[config.mk]
export PLATFORM = sky130hd
export DESIGN_NAME = kamikaze_imem_responder
export DESIGN_NICKNAME = d
export VERILOG_FILES = /design/src/rtl/kamikaze_imem_responder_pkg.sv /design/src/rtl/kamikaze_wait_counter.sv /design/src/rtl/kamikaze_imem_responder.sv
export SDC_FILE = /design/constraint.sdc
export NUM_CORES = 1
export LEC_CHECK = 0
export BUFFER_PORTS_ARGS = -buffer_cell sky130_fd_sc_hd__buf_2
export CAP_MARGIN = 0
export CORE_MARGIN = 2
export CORE_UTILIZATION = 40
export CTS_BUF_LIST = sky130_fd_sc_hd__clkbuf_16
export DETAILED_ROUTE_END_ITERATION = 8
export PLACE_DENSITY = 0.67
export SLEW_MARGIN = 15
export SYNTH_ARGS = -nofsm -noshare
export SYNTH_HDL_FRONTEND = slang
export SYNTH_SLANG_ARGS = --single-unit
[constraint.sdc]
create_clock -name clk_i -period 3.2 [get_ports clk_i]
set_clock_uncertainty 0.05 [all_clocks]
set_input_delay 0.32 -clock clk_i [delete_from_list [all_inputs] [get_ports clk_i]]
set_output_delay 0.32 -clock clk_i [all_outputs]
set_load 0.02 [all_outputs]
[src/rtl/kamikaze_imem_responder_pkg.sv]
// Shared types for the instruction-memory responder: FSM state encoding,
// half-word select constants and wait-counter sizing.
package kamikaze_imem_responder_pkg;

  localparam logic [2:0] S_IDLE  = 3'd0;
  localparam logic [2:0] S_RD_LO = 3'd1;
  localparam logic [2:0] S_RD_HI = 3'd2;
  localparam logic [2:0] S_DONE  = 3'd3;
  localparam logic [2:0] S_PF_LO = 3'd4;
  localparam logic [2:0] S_PF_HI = 3'd5;

  typedef enum logic [2:0] {
    IDLE  = S_IDLE,
    RD_LO = S_RD_LO,
    RD_HI = S_RD_HI,
    DONE  = S_DONE,
    PF_LO = S_PF_LO,
    PF_HI = S_PF_HI
  } state_t;

  localparam logic LO = 1'b0;
  localparam logic HI = 1'b1;

  function automatic int cnt_width(input int n);
    return (n < 2) ? 1 : $clog2(n + 1);
  endfunction

endpackage

[src/rtl/kamikaze_wait_counter.sv]
// Loadable down-counter with a zero flag; holds at zero rather than wrapping.
module kamikaze_wait_counter #(
  parameter int WIDTH = 1
) (
  input  logic             clk,
  input  logic             rst_n,
  input  logic             load,
  input  logic             dec,
  input  logic [WIDTH-1:0] load_val,
  output logic             zero
);

  logic [WIDTH-1:0] cnt;

  always_ff @(posedge clk) begin
    if (!rst_n) begin
      cnt <= '0;
    end else if (load) begin
      cnt <= load_val;
    end else if (dec && cnt != '0) begin
      cnt <= cnt - 1'b1;
    end
  end

  assign zero = (cnt == '0);

endmodule

[src/rtl/kamikaze_imem_responder.sv]
// Fetch-side responder: reads a 32-bit instruction as two 16-bit halves, WAIT_STATES extra cycles each.
// Defining KMKZ_IMEM_PREFETCH_EN adds a one-word speculative prefetch of the next sequential word.
module kamikaze_imem_responder
  import kamikaze_imem_responder_pkg::*;
#(
  parameter int ADDR_W      = 16,
  parameter int WAIT_STATES = 1
) (
  input  logic              clk_i,
  input  logic              rst_i,
  input  logic [31:0]       addr_i,
  input  logic              request_i,
  input  logic              flush_i,
  output logic [31:0]       ir_o,
  output logic              ready_o,
  output logic [ADDR_W-1:0] mem_addr_o,
  output logic              mem_rd_o,
  input  logic [15:0]       mem_data_i
);

  localparam int WORD_W = ADDR_W - 1;
  localparam int CNT_W  = cnt_width(WAIT_STATES);

  state_t            state, state_nxt;
  logic [WORD_W-1:0] word;
  logic [WORD_W-1:0] req_word;
  logic [15:0]       lo_half;
  logic [31:0]       ir;
  logic              reading, take_req, cnt_load, cnt_dec, cnt_zero;
  logic              unused_addr;

  assign req_word    = addr_i[ADDR_W:2];
  assign unused_addr = ^{addr_i[31:ADDR_W+1], addr_i[1:0]};
  assign reading     = state inside {RD_LO, RD_HI, PF_LO, PF_HI};

`ifdef KMKZ_IMEM_PREFETCH_EN
  logic [31:0] pf_buf;
  logic        pf_valid, pf_pend, tag_match, in_pf;

  // During and after a prefetch, word holds the tag of the speculated word.
  assign tag_match = (req_word == word);
  assign in_pf     = state inside {PF_LO, PF_HI};
`endif

  always_comb begin
    state_nxt = state;
    take_req  = 1'b0;
    case (state)
      IDLE: begin
        if (request_i) begin
`ifdef KMKZ_IMEM_PREFETCH_EN
          if (pf_valid && tag_match) begin
            state_nxt = DONE;
          end else begin
            state_nxt = RD_LO;
            take_req  = 1'b1;
          end
`else
          state_nxt = RD_LO;
          take_req  = 1'b1;
`endif
        end
      end
      RD_LO: if (cnt_zero) state_nxt = RD_HI;
      RD_HI: if (cnt_zero) state_nxt = DONE;
`ifdef KMKZ_IMEM_PREFETCH_EN
      DONE: state_nxt = PF_LO;
      PF_LO, PF_HI: begin
        if (request_i && !tag_match) begin
          state_nxt = RD_LO;
          take_req  = 1'b1;
        end else if (cnt_zero) begin
          if (state == PF_LO)               state_nxt = PF_HI;
          else if (pf_pend || request_i)    state_nxt = DONE;
          else                              state_nxt = IDLE;
        end
      end
`else
      DONE: state_nxt = IDLE;
`endif
      default: state_nxt = IDLE;
    endcase
    if (flush_i) begin
      state_nxt = IDLE;
      take_req  = 1'b0;
    end
  end

  // The counter reloads on every transition so each phase starts at WAIT_STATES.
  assign cnt_dec  = reading && (state_nxt == state);
  assign cnt_load = !cnt_dec;

  kamikaze_wait_counter #(.WIDTH(CNT_W)) u_wait_counter (
    .clk      (clk_i),
    .rst_n    (rst_i),
    .load     (cnt_load),
    .dec      (cnt_dec),
    .load_val (CNT_W'(WAIT_STATES)),
    .zero     (cnt_zero)
  );

  always_ff @(posedge clk_i) begin
    if (!rst_i) begin
      state   <= IDLE;
      word    <= '0;
      lo_half <= '0;
      ir      <= '0;
    end else begin
      state <= state_nxt;
      if (take_req) word <= req_word;
      if ((state == RD_LO || state == PF_LO) && cnt_zero) lo_half <= mem_data_i;
      if (state_nxt == DONE) begin
`ifdef KMKZ_IMEM_PREFETCH_EN
        ir <= (state == IDLE) ? pf_buf : {mem_data_i, lo_half};
`else
        ir <= {mem_data_i, lo_half};
`endif
      end
`ifdef KMKZ_IMEM_PREFETCH_EN
      if (state == DONE && !flush_i) word <= word + 1'b1;
`endif
    end
  end

`ifdef KMKZ_IMEM_PREFETCH_EN
  always_ff @(posedge clk_i) begin
    if (!rst_i) begin
      pf_buf   <= '0;
      pf_valid <= 1'b0;
      pf_pend  <= 1'b0;
    end else begin
      pf_pend <= in_pf && (state_nxt inside {PF_LO, PF_HI}) && (pf_pend || (request_i && tag_match));
      if (state == PF_HI && cnt_zero && state_nxt == IDLE && !flush_i) begin
        pf_buf   <= {mem_data_i, lo_half};
        pf_valid <= 1'b1;
      end else if (take_req || flush_i || state == DONE) begin
        pf_valid <= 1'b0;
      end
    end
  end
`endif

  assign ir_o       = ir;
  assign ready_o    = (state == DONE);
  assign mem_rd_o   = reading;
  assign mem_addr_o = {word, (state == RD_HI || state == PF_HI) ? HI : LO};

endmodule
Word level (Yosys, flattened, before mapping)
Cells that the tools add are included.
{ "word_totals": {"reg_bits": 67, "latch_bits": 0, "ramBits": 0, "rom_bits": 0, "in_bits": 52, "output_inout_bits": 50, "wordCells": 33, "mem_count": 0} }
{ "op_classes": {"add_sub_neg": 1, "mul": 0, "div": 0, "order_cmp": 0, "n_eq_ne": 8, "n_shift": 0, "n_mux": 11, "bitwise_logic": 1, "reduce_logical": 7} }
{ "ops": {"columns": ["cell", "n"], "rows": [
  ["2-to-1 mux 3 bit", 4],
  ["equality test 3 x 2 -> 1 bit, second input constant", 3],
  ["case mux 3 bit (3 select lines)", 1],
  ["equality test 3 bit, second input constant", 2],
  ["2-to-1 mux 1 bit", 6],
  ["nonzero test 4 bit", 1],
  ["equality test 3 x 1 -> 1 bit, second input constant", 1],
  ["equality test 3 bit", 1],
  ["logical AND 1 bit", 3],
  ["zero test 3 bit", 1],
  ["logical OR 1 bit", 2],
  ["!= test 2 bit, second input constant", 1],
  ["NOT 1 bit", 1],
  ["subtractor 1 bit, second input constant", 1]
]} }

Logic depth before layout (Yosys ltp)
Gate-level depths: netlist (run 1).
{ "logic_depth": {"depth_word": 8, "ltp_mapped": 6} }

Cells and area by module
A second synthesis (run 1) with hierarchy kept.
{ "hier_totals": {"hier_cells": 274, "hier_area_um2": 2663.8} }
{ "by_module_without_submodules": {"columns": ["mod", "n_inst", "cells_per_inst", "area_per_inst_um2"], "rows": [
  ["kamikaze_imem_responder", 1, 269, 2615.0],
  ["kamikaze_wait_counter", 1, 5, 48.8]
]} }

Worst setup path before layout (run 1)
Ideal clock, no wire load.
{ "synth_path": {"path_type": "register to register", "from": "register state[0]", "to": "register ir[10] (netlist: ir_o[10])", "setup_time_ps": 72, "arrival_time_ps": 1268, "t_required_ps": 3078, "setup_slack_ps": 1811, "stages_incl_launch_ff": 5, "path_buffers": 2, "period_less_slack_ps": 1389, "path_cell_list": "dfxtp_1 -> clkbuf_4 -> nor4b_4 -> buf_6 -> mux2i_1"} }
{ "synth_between": {"elab_chain_len": 4, "word_cells_on_any_way": 9, "classes_between": "eq/ne (3); mux (5); reduce/logical (1)"} }
{ "synth_lines": {"columns": ["element", "line", "source"], "rows": [
  ["start, declared", "kamikaze_imem_responder.sv:24", "state_t state, state_nxt;"],
  ["start signal, assigned", "kamikaze_imem_responder.sv:109", "state <= state_nxt;"],
  ["equality test 3 x 2 -> 1 bit, or another cell as far along", "kamikaze_imem_responder.sv:48", "case (state)"],
  ["case mux 3 bit (3 select lines) (*)", "kamikaze_imem_responder.sv:48", null],
  ["2-to-1 mux 3 bit (*)", "kamikaze_imem_responder.sv:83", "if (flush_i) begin"],
  ["equality test 3 x 2 -> 1 bit (*)", "kamikaze_imem_responder.sv:112", "if (state_nxt == DONE) begin"],
  ["end signal, assigned", "kamikaze_imem_responder.sv:116", "ir <= {mem_data_i, lo_half};"],
  ["end, declared", "kamikaze_imem_responder.sv:28", "logic [31:0] ir;"]
]} }
Every way passes the cells marked *; elsewhere a longest branch is shown, timed or not.
A chain may end at the register's enable or synchronous reset.

Worst setup path after layout (run 1)
{ "layout_path": {"from": "register state[2]", "to": "register word[11]"} }
{ "layout_between": {"elab_chain_len": 3} }
{ "layout_lines": {"columns": ["element", "line", "source"], "rows": [
  ["zero test 3 bit", "kamikaze_imem_responder.sv:48", null],
  ["2-to-1 mux 1 bit", "kamikaze_imem_responder.sv:48", null],
  ["2-to-1 mux 1 bit", "kamikaze_imem_responder.sv:83", null],
  ["end signal, assigned", "kamikaze_imem_responder.sv:110", "if (take_req) word <= req_word;"],
  ["end, declared", "kamikaze_imem_responder.sv:25", "logic [WORD_W-1:0] word;"]
]} }
No other way between the ends.

==> results of run 1 <==
-- worst paths after layout --
path	start	depth (start not counted)	slack, ps	end
worst max-delay path	state[2]	3	1460	word[11]
worst min register to register	ir_o[28]	2	400	ir_o[28]
worst max register to register	state[2]	3	1460	word[11]
worst min-delay path	addr_i[14]	3	190	word[12]
-- cell families after synthesis --
logic type / share of synthesized area (%)
buffers and inverters: 4.997
XOR/XNOR: 1.009
AND/OR/NAND/NOR: 16.82
other: 0.1440
multiplexers: 24.60
AO/OA/AOI/OAI: 0.9129
flip-flops: 51.51
-- per-stage QoR --
stage	hold WS, ps	power [mW]
global route	193.4	1.930
global placement	388.7	0.9948
CTS	184.8	1.873
floorplan	395.8	0.9591
finish	192.5	1.845
detailed placement	393.4	0.9983
-- registers in the layout, summed over array words and instances, names as in the netlist --
signal              flops
state                   3
lo_half                16
ir_o                   32
word                   15
u_wait_counter.cnt      1
-- worst register-to-register path, cell delays in order (launching register included) --
cell     delay (ps)
dfxtp_1         350
nor2_2          200
and4_1          790
mux2i_1         270
-- cells in the final DEF (no fill, tap or decap), types with 2 or more instances in the layout --
| master | n |
|---|---|
| nand2_1 | 95 |
| buf_2 | 84 |
| dfxtp_1 | 67 |
| mux2i_1 | 64 |
| clkbuf_16 | 9 |
| nor2_1 | 5 |
| clkinvlp_4 | 4 |
| clkinv_2 | 3 |
| inv_1 | 2 |
| xor2_1 | 2 |
-- area by class of cell --
class                      count  area [µm²]
clock inverter                 7       45.04
inverter                       3       11.26
multi-input combinational    179        1132
tap                           77       96.34
fill                         605        3014
clock buffer                   9       225.2
timing repair buffer          86       447.9
sequential                    67        1341
-- power by group --
group	switching, mW	leakage (nW)	internal [mW]	total [mW]
Clock	0.348	0.123	0.518	0.866
Combinational	0.0654	0.830	0.0482	0.114
Sequential	0.00981	0.543	0.855	0.865
Total	0.423	1.50	1.42	1.84
-- routing by layer --
metal  global-route usage (%)  share of wire, %  up-vias  wire length, µm
met5                        0                 0        -                0
met4                    7.359               1.6        0               81
met3                    4.720               7.2        8              357
met2                    23.69                43       59             2138
met1                    18.23                48      905             2364
li1                         -                 -     1027                -
==> flow_metrics.py, run 1 <==
metrics = {
    "final_layout": {
        "utilization_pct": 52.26,
        "antenna_cells": 0,
        "fin_area_um2": 3299,
        "syn2layout_area_growth_pct": 26.72,
        "stdcell_count": 428,
        "layout-drive-gt1-share_pct": 30.20,
        "fin_nets": 398,
    },
    "timing": {
        "max_freq_mhz": 575.3,
        "hold_viol": 0,
        "min_period_over_period_pct": 54.32,
        "setup_viol": 0,
        "tightest_slew_ps": 851.3,
        "final-max-slew-violation-count": 0,
        "fin_setup_tns_ps": 0,
        "fin_ws_ps": 1462,
        "period_needed_ps": 1738,
        "rsz0062_at_grt": "no",
        "slew_headroom_pct": 43.25,
    },
    "power_and_ir_drop": {
        "leakagePower_nw": 1.496,
        "power.density_nw_per_um2": 559.1,
        "peakVddDrop_mv": 0.3006,
    },
    "global_routing": {
        "antenna_found_initial": 0,
        "grt_max_degree": 97,
        "grt_pass1_wl_um": 8618,
        "track_usage_pct": 14.90,
        "grt_overflow_total": 0,
        "grt_pass1_vias": 1974,
    },
    "routing": {
        "avgViaCountPerCell": 4.671,
        "post-route-drc-count": 0,
        "drt_iter0_markers": 72,
        "vias": 1999,
        "drt.antenna.violating_nets": 0,
        "wl_um": 4942,
        "drtPass1Iterations": 3,
        "wire_per_inst_um": 11.55,
    },
    "clock_tree": {
        "post_cts_resized": 0,
        "cts_hold_buf": 0,
        "clockBufferDepth": 2,
        "cts_setup_buffers": 0,
        "clkTransAtPathRegs_ps": 50,
        "cts-root-buf": "clkbuf_16",
        "cts_sinks": 67,
        "worstSkewPairLatency_ps": 320,
        "ctsHtreeMaxLevel": 3,
        "numCtsBuffers": 9,
        "cts_tree": "yes",
    },
    "floorplanning": {
        "die_h_um": 84.68,
        "design.core.area_um2": 6314,
        "row_count": 29,
        "die_w_um": 84.68,
        "start_util_pct": 41.24,
        "die_area_um2": 7171,
        "io_pins": 102,
    },
    "logic_synthesis": {
        "synth_top_area_cell": "dfxtp_1",
        "ys.flop_type": "dfxtp_1",
        "synth_cell_type_count": 25,
        "ys_ff_latch": 67,
        "ys_async_sr_fraction_pct": 0,
        "ys_warn_count": 0,
        "ys_top_cells_by_count": "nand2_1 (95), dfxtp_1 (67), mux2i_1 (64), clkbuf_1 (9), nor2_1 (5)",
        "yosysSeqAreaShare_pct": 51.51,
        "yosysMostFrequentCell": "nand2_1",
        "synth_top_area_share_pct": 51.51,
        "synth_area_um2": 2604,
        "yosys-top-cells-area": "dfxtp_1 (52%), mux2i_1 (25%), nand2_1 (14%)",
        "synth.avg_cell_area_um2": 9.715,
        "synth_cells": 268,
        "synth_edf_count": 0,
        "synthesis.nets": 320,
    },
    "worst_setup_path": {
        "critPathTopFamily": "simple AND/OR/NAND/NOR gates",
        "end_kind": "register",
        "critPathSlowestCell": "and4_1",
        "slowest_delay_ps": 790,
        "worstPathRequired_ps": 3390,
        "start_kind": "register",
        "worstSetupPathType": "register to register",
        "worst-path-max-fanout": 15,
        "path_cells": "nor2_2, and4_1, mux2i_1",
        "path_buf_inv": 0,
        "cp.arrival_ps": 1930,
    },
    "flow_run": {
        "drv_cap": 0,
    },
    "place": {
        "dpl.cell_count": 412,
        "place_ws_ps": 1387,
        "placed_area_um2": 3029,
        "io_buffers": 84,
        "dp_hpwl_um": 3235,
        "gp_congestion": 0.7121,
    },
    "hold_path": {
        "hp-class": "primary input to register",
    },
    "status": {
        "outcome": "completed",
    },
}
No activity file was read; power rests on OpenSTA's default activity.
==> run 2, diff against run 1 <==
==> constraint.sdc (replaced) <==
create_clock -name clk_i -period 1.62 [get_ports clk_i]
set_clock_uncertainty 0.05 [all_clocks]
set_input_delay 0.162 -clock clk_i [delete_from_list [all_inputs] [get_ports clk_i]]
set_output_delay 0.162 -clock clk_i [all_outputs]
set_load 0.02 [all_outputs]
==> run 2 against run 1 <==
- cell area grew 1.1%
- maximum frequency rose by 18%
- critical path depth increased by 1
- power grew 94%
- first-iteration DRC count fell by 38%
- non-clock buffer count up 4
==> flow_metrics.py, run 2 (synthesis results as in run 1) <==
metrics = {
    "status": {
        "outcome": "completed",
    },
    "floorplanning": {
        "start_util_pct": 41.24,
        "io_pins": 102,
        "die_h_um": 84.68,
        "die_area_um2": 7171,
        "design.core.area_um2": 6314,
        "die_w_um": 84.68,
        "row_count": 29,
    },
    "clock_tree": {
        "clkTransAtPathRegs_ps": 50,
        "worstSkewPairLatency_ps": 310,
        "cts_sinks": 67,
        "cts_tree": "yes",
        "ctsHtreeMaxLevel": 3,
        "numCtsBuffers": 9,
        "clockBufferDepth": 2,
        "cts-root-buf": "clkbuf_16",
    },
    "timing": {
        "hold_viol": 0,
        "period_needed_ps": 1474,
        "hold_ws_ps": 36.55,
        "rsz0062_at_grt": "no",
        "setup_viol": 0,
        "fin_setup_tns_ps": 0,
        "max_freq_mhz": 678.4,
        "final-max-slew-violation-count": 0,
        "min_period_over_period_pct": 90.98,
    },
    "place": {
        "io_buffers": 84,
        "gp_congestion": 0.7266,
        "dp_hpwl_um": 3310,
        "placed_area_um2": 3084,
        "dpl.cell_count": 416,
    },
    "power_and_ir_drop": {
        "leakagePower_nw": 1.534,
        "power.density_nw_per_um2": 1070,
        "peakVddDrop_mv": 0.9154,
    },
    "worst_setup_path": {
        "slowest_delay_ps": 360,
        "critPathTopFamily": "simple AND/OR/NAND/NOR gates",
        "worstSetupPathType": "register to register",
        "cp.arrival_ps": 1660,
        "path_cells": "nor2_2, nor4b_4, buf_12, mux2i_1",
        "end_kind": "register",
        "path_buf_inv": 1,
        "critPathSlowestCell": "dfxtp_1",
        "worstPathRequired_ps": 1810,
        "start_kind": "register",
        "worst-path-max-fanout": 32,
    },
    "flow_run": {
        "drv_cap": 0,
    },
    "routing": {
        "drt_iter0_markers": 45,
        "post-route-drc-count": 0,
        "wire_per_inst_um": 11.48,
        "drt.antenna.violating_nets": 0,
        "wl_um": 4946,
        "drtPass1Iterations": 4,
        "avgViaCountPerCell": 4.643,
        "vias": 2001,
    },
    "final_layout": {
        "layout-drive-gt1-share_pct": 30.23,
        "fin_nets": 402,
        "antenna_cells": 0,
        "num-fill-cells": 601,
        "stdcell_count": 431,
        "final_common_cell": "nand2_1",
        "largest_register_ffs": 32,
        "fin_area_um2": 3337,
        "syn2layout_area_growth_pct": 28.16,
        "layout_common_cells": "nand2_1 (95), buf_2 (84), dfxtp_1 (66), mux2i_1 (64), clkbuf_16 (9)",
    },
    "global_routing": {
        "track_usage_pct": 14.76,
        "grt_max_degree": 50,
        "antenna_found_initial": 0,
        "grt_pass1_wl_um": 8576,
        "grt_overflow_total": 0,
        "grt_pass1_vias": 1918,
    },
    "hold_path": {
        "hp-class": "primary input to register",
    },
}
## run 2: cell type report
| type | instances | area (µm²) | area share [%] |
|---|---|---|---|
| clock buffer | 9 | 225.2 | 6.749 |
| timing repair buffer | 90 | 503.0 | 15.07 |
| multi-input combinational | 179 | 1132 | 33.93 |
| inverter | 3 | 11.26 | 0.3375 |
| clock inverter | 6 | 26.28 | 0.7874 |
| sequential | 67 | 1343 | 40.23 |
| tap | 77 | 96.34 | 2.887 |
## run 2: through the flow
| step | utilization (%) | setup WS [ps] | total power [mW] |
|---|---|---|---|
| after global placement | 48.85 | 183.7 | 1.973 |
| after global routing | 52.85 | 25.04 | 3.709 |
| final | 52.85 | 146.0 | 3.570 |
| after CTS | 52.83 | 65.79 | 3.629 |
| after detailed placement | 48.85 | 120.5 | 1.979 |
| after floorplan | - | 230.6 | 1.895 |
## run 2: path summary, 6_finish.rpt
check	end	slack [ps]	depth (start not counted)	from
max	ir_o[6]	150	4	state[2]
min	word[12]	40	3	addr_i[14]
max reg2reg	ir_o[6]	150	4	state[2]
min reg2reg	ir_o[22]	400	2	ir_o[22]
## run 2: tightest hold or removal path, cell delays in order
cell     delay, ps
buf_2           90
nand2_1         40
mux2i_1         50
## run 2: timing repair
item	in CTS	in global routing
hold buffers	0	0
setup endpoints to repair	0	1
setup buffers	0	0
gates resized for setup	0	1
## run 2: power by group
group / total, mW / internal [mW] / switching, mW
clock network: 1.63 / 0.999 / 0.629
registers: 1.71 / 1.69 / 0.0186
logic: 0.232 / 0.102 / 0.131
## run 2: layer usage
metal	routed length, µm	GRT usage (%)
met3	396	4.916
met2	2145	22.98
met5	0	0
met1	2298	18.30
met4	104	7.359
==> run 3, diff against run 2 <==
--- a/config.mk
+++ b/config.mk
@@ -8,10 +8,10 @@
 export BUFFER_PORTS_ARGS = -buffer_cell sky130_fd_sc_hd__buf_2
 export CAP_MARGIN = 0
 export CORE_MARGIN = 2
-export CORE_UTILIZATION = 40
+export CORE_UTILIZATION = 30
 export CTS_BUF_LIST = sky130_fd_sc_hd__clkbuf_16
 export DETAILED_ROUTE_END_ITERATION = 8
-export PLACE_DENSITY = 0.67
+export PLACE_DENSITY = 0.53
 export SLEW_MARGIN = 15
 export SYNTH_ARGS = -nofsm -noshare
 export SYNTH_HDL_FRONTEND = slang
==> run 3 against run 2 <==
- maximum frequency fell by 1.0%
- critical endpoint is now ir_o[22]
- global-route usage decreased by 3.0 points
- sequential share of layout area down 1.1 points
- critical path type unchanged
- cell area is 2.7% higher
- sequential cell count did not move
- final cell count is 6.7% higher
==> flow_metrics.py, run 3 (synthesis results as in run 1) <==
metrics = {
    "status": {
        "outcome": "completed",
    },
    "timing": {
        "max_freq_mhz": 671.4,
        "hold_ws_ps": 28.72,
        "setup_viol": 0,
        "min_period_over_period_pct": 91.94,
        "rsz0062_at_grt": "no",
        "final-max-slew-violation-count": 0,
        "fin_setup_tns_ps": 0,
        "hold_viol": 0,
        "period_needed_ps": 1489,
    },
    "clock_tree": {
        "worstSkewPairLatency_ps": 330,
        "ctsHtreeMaxLevel": 3,
        "cts_setup_buffers": 0,
        "cts-root-buf": "clkbuf_16",
        "cts_tree": "yes",
        "cts_sinks": 67,
        "numCtsBuffers": 9,
        "clkTransAtPathRegs_ps": 60,
        "clockBufferDepth": 2,
    },
    "place": {
        "dp_hpwl_um": 3545,
        "gp_congestion": 0.6918,
        "placed_area_um2": 3132,
        "io_buffers": 84,
    },
    "routing": {
        "drt.antenna.violating_nets": 0,
        "post-route-drc-count": 0,
        "drtPass1Iterations": 4,
        "drt_iter0_markers": 44,
        "vias": 2016,
        "wl_um": 5379,
        "wire_per_inst_um": 11.69,
        "avgViaCountPerCell": 4.383,
    },
    "floorplanning": {
        "start_util_pct": 31.37,
        "die_h_um": 97.16,
        "die_area_um2": 9440,
        "die_w_um": 97.16,
        "io_pins": 102,
        "design.core.area_um2": 8299,
        "row_count": 33,
    },
    "worst_setup_path": {
        "worstSetupPathType": "register to register",
        "slowest_delay_ps": 360,
        "path_buf_inv": 1,
        "worstPathRequired_ps": 1820,
        "worst-path-max-fanout": 32,
        "start_kind": "register",
        "ff2ff_setup_slack_ps": 130,
        "critPathTopFamily": "simple AND/OR/NAND/NOR gates",
        "cp.arrival_ps": 1690,
        "critPathSlowestCell": "dfxtp_1",
        "end_kind": "register",
        "path_cells": "nor2_2, nor4b_4, buf_12, mux2i_1",
    },
    "final_layout": {
        "layout-drive-gt1-share_pct": 30.99,
        "layout_common_cells": "nand2_1 (95), buf_2 (84), dfxtp_1 (66), mux2i_1 (64), clkbuf_16 (9)",
        "final_common_cell": "nand2_1",
        "fin_nets": 402,
        "antenna_cells": 0,
        "syn2layout_area_growth_pct": 31.62,
        "fin_area_um2": 3427,
        "largest_register_ffs": 32,
        "utilization_pct": 41.29,
    },
    "flow_run": {
        "drv_cap": 0,
    },
    "power_and_ir_drop": {
        "power.density_nw_per_um2": 1123,
        "peakVddDrop_mv": 0.3986,
        "leakagePower_nw": 1.538,
        "p_total_mw": 3.848,
    },
    "global_routing": {
        "track_usage_pct": 11.72,
        "grt_overflow_total": 0,
        "grt_max_degree": 54,
        "grt_pass1_wl_um": 8990,
        "antenna_found_initial": 0,
        "grt_pass1_vias": 1954,
    },
    "hold_path": {
        "hp-class": "primary input to register",
    },
}
run 3: through the flow:
step           std cells  worst slack, ps
2_1_floorplan        268            230.6
3_3_place_gp         444            184.0
3_5_place_dp         444            126.2
4_1_cts              460            51.09
5_1_grt              460            37.80
6_report             460            130.5
run 3: worst reg2reg max path: stages, from the launching register on:
cell and delay [ps]:
dfxtp_1 360, nor2_2 200, nor4b_4 270, buf_12 280, mux2i_1 250
run 3: path summary, 6_finish.rpt:
path                                start       end  cells after the start
worst max-delay path             state[2]  ir_o[22]                      4
worst min register to register    ir_o[7]   ir_o[7]                      2
worst min-delay path            addr_i[4]   word[2]                      3
worst max register to register   state[2]  ir_o[22]                      4
run 3: power breakdown:
group / total, mW / internal [mW] / switching, mW
Sequential: 1.71 / 1.69 / 0.0191
Clock: 1.90 / 1.18 / 0.718
Combinational: 0.240 / 0.107 / 0.134
run 3: layer usage:
layer / global-route usage [%] / wire length [µm] / up-vias
met3: 5.036 / 419 / 10
li1: - / - / 1041
met4: 4.875 / 101 / 0
met5: 0 / 0 / -
met2: 17.20 / 2276 / 62
met1: 15.05 / 2581 / 903
run 3: layout make-up:
cell class	instances	area (µm²)
Sequential cell	67	1343
Tap cell	105	131.4
Inverter	3	11.26
Clock buffer	9	225.2
Clock inverter	7	68.82
Multi-Input combinational cell	179	1132
Timing Repair Buffer	90	515.5
Fill cell	817	4872
run 3: what timing repair did:
action	4_1_cts	5_1_grt
setup endpoints to repair	0	2
gates resized for setup	0	1
hold buffers	0	0
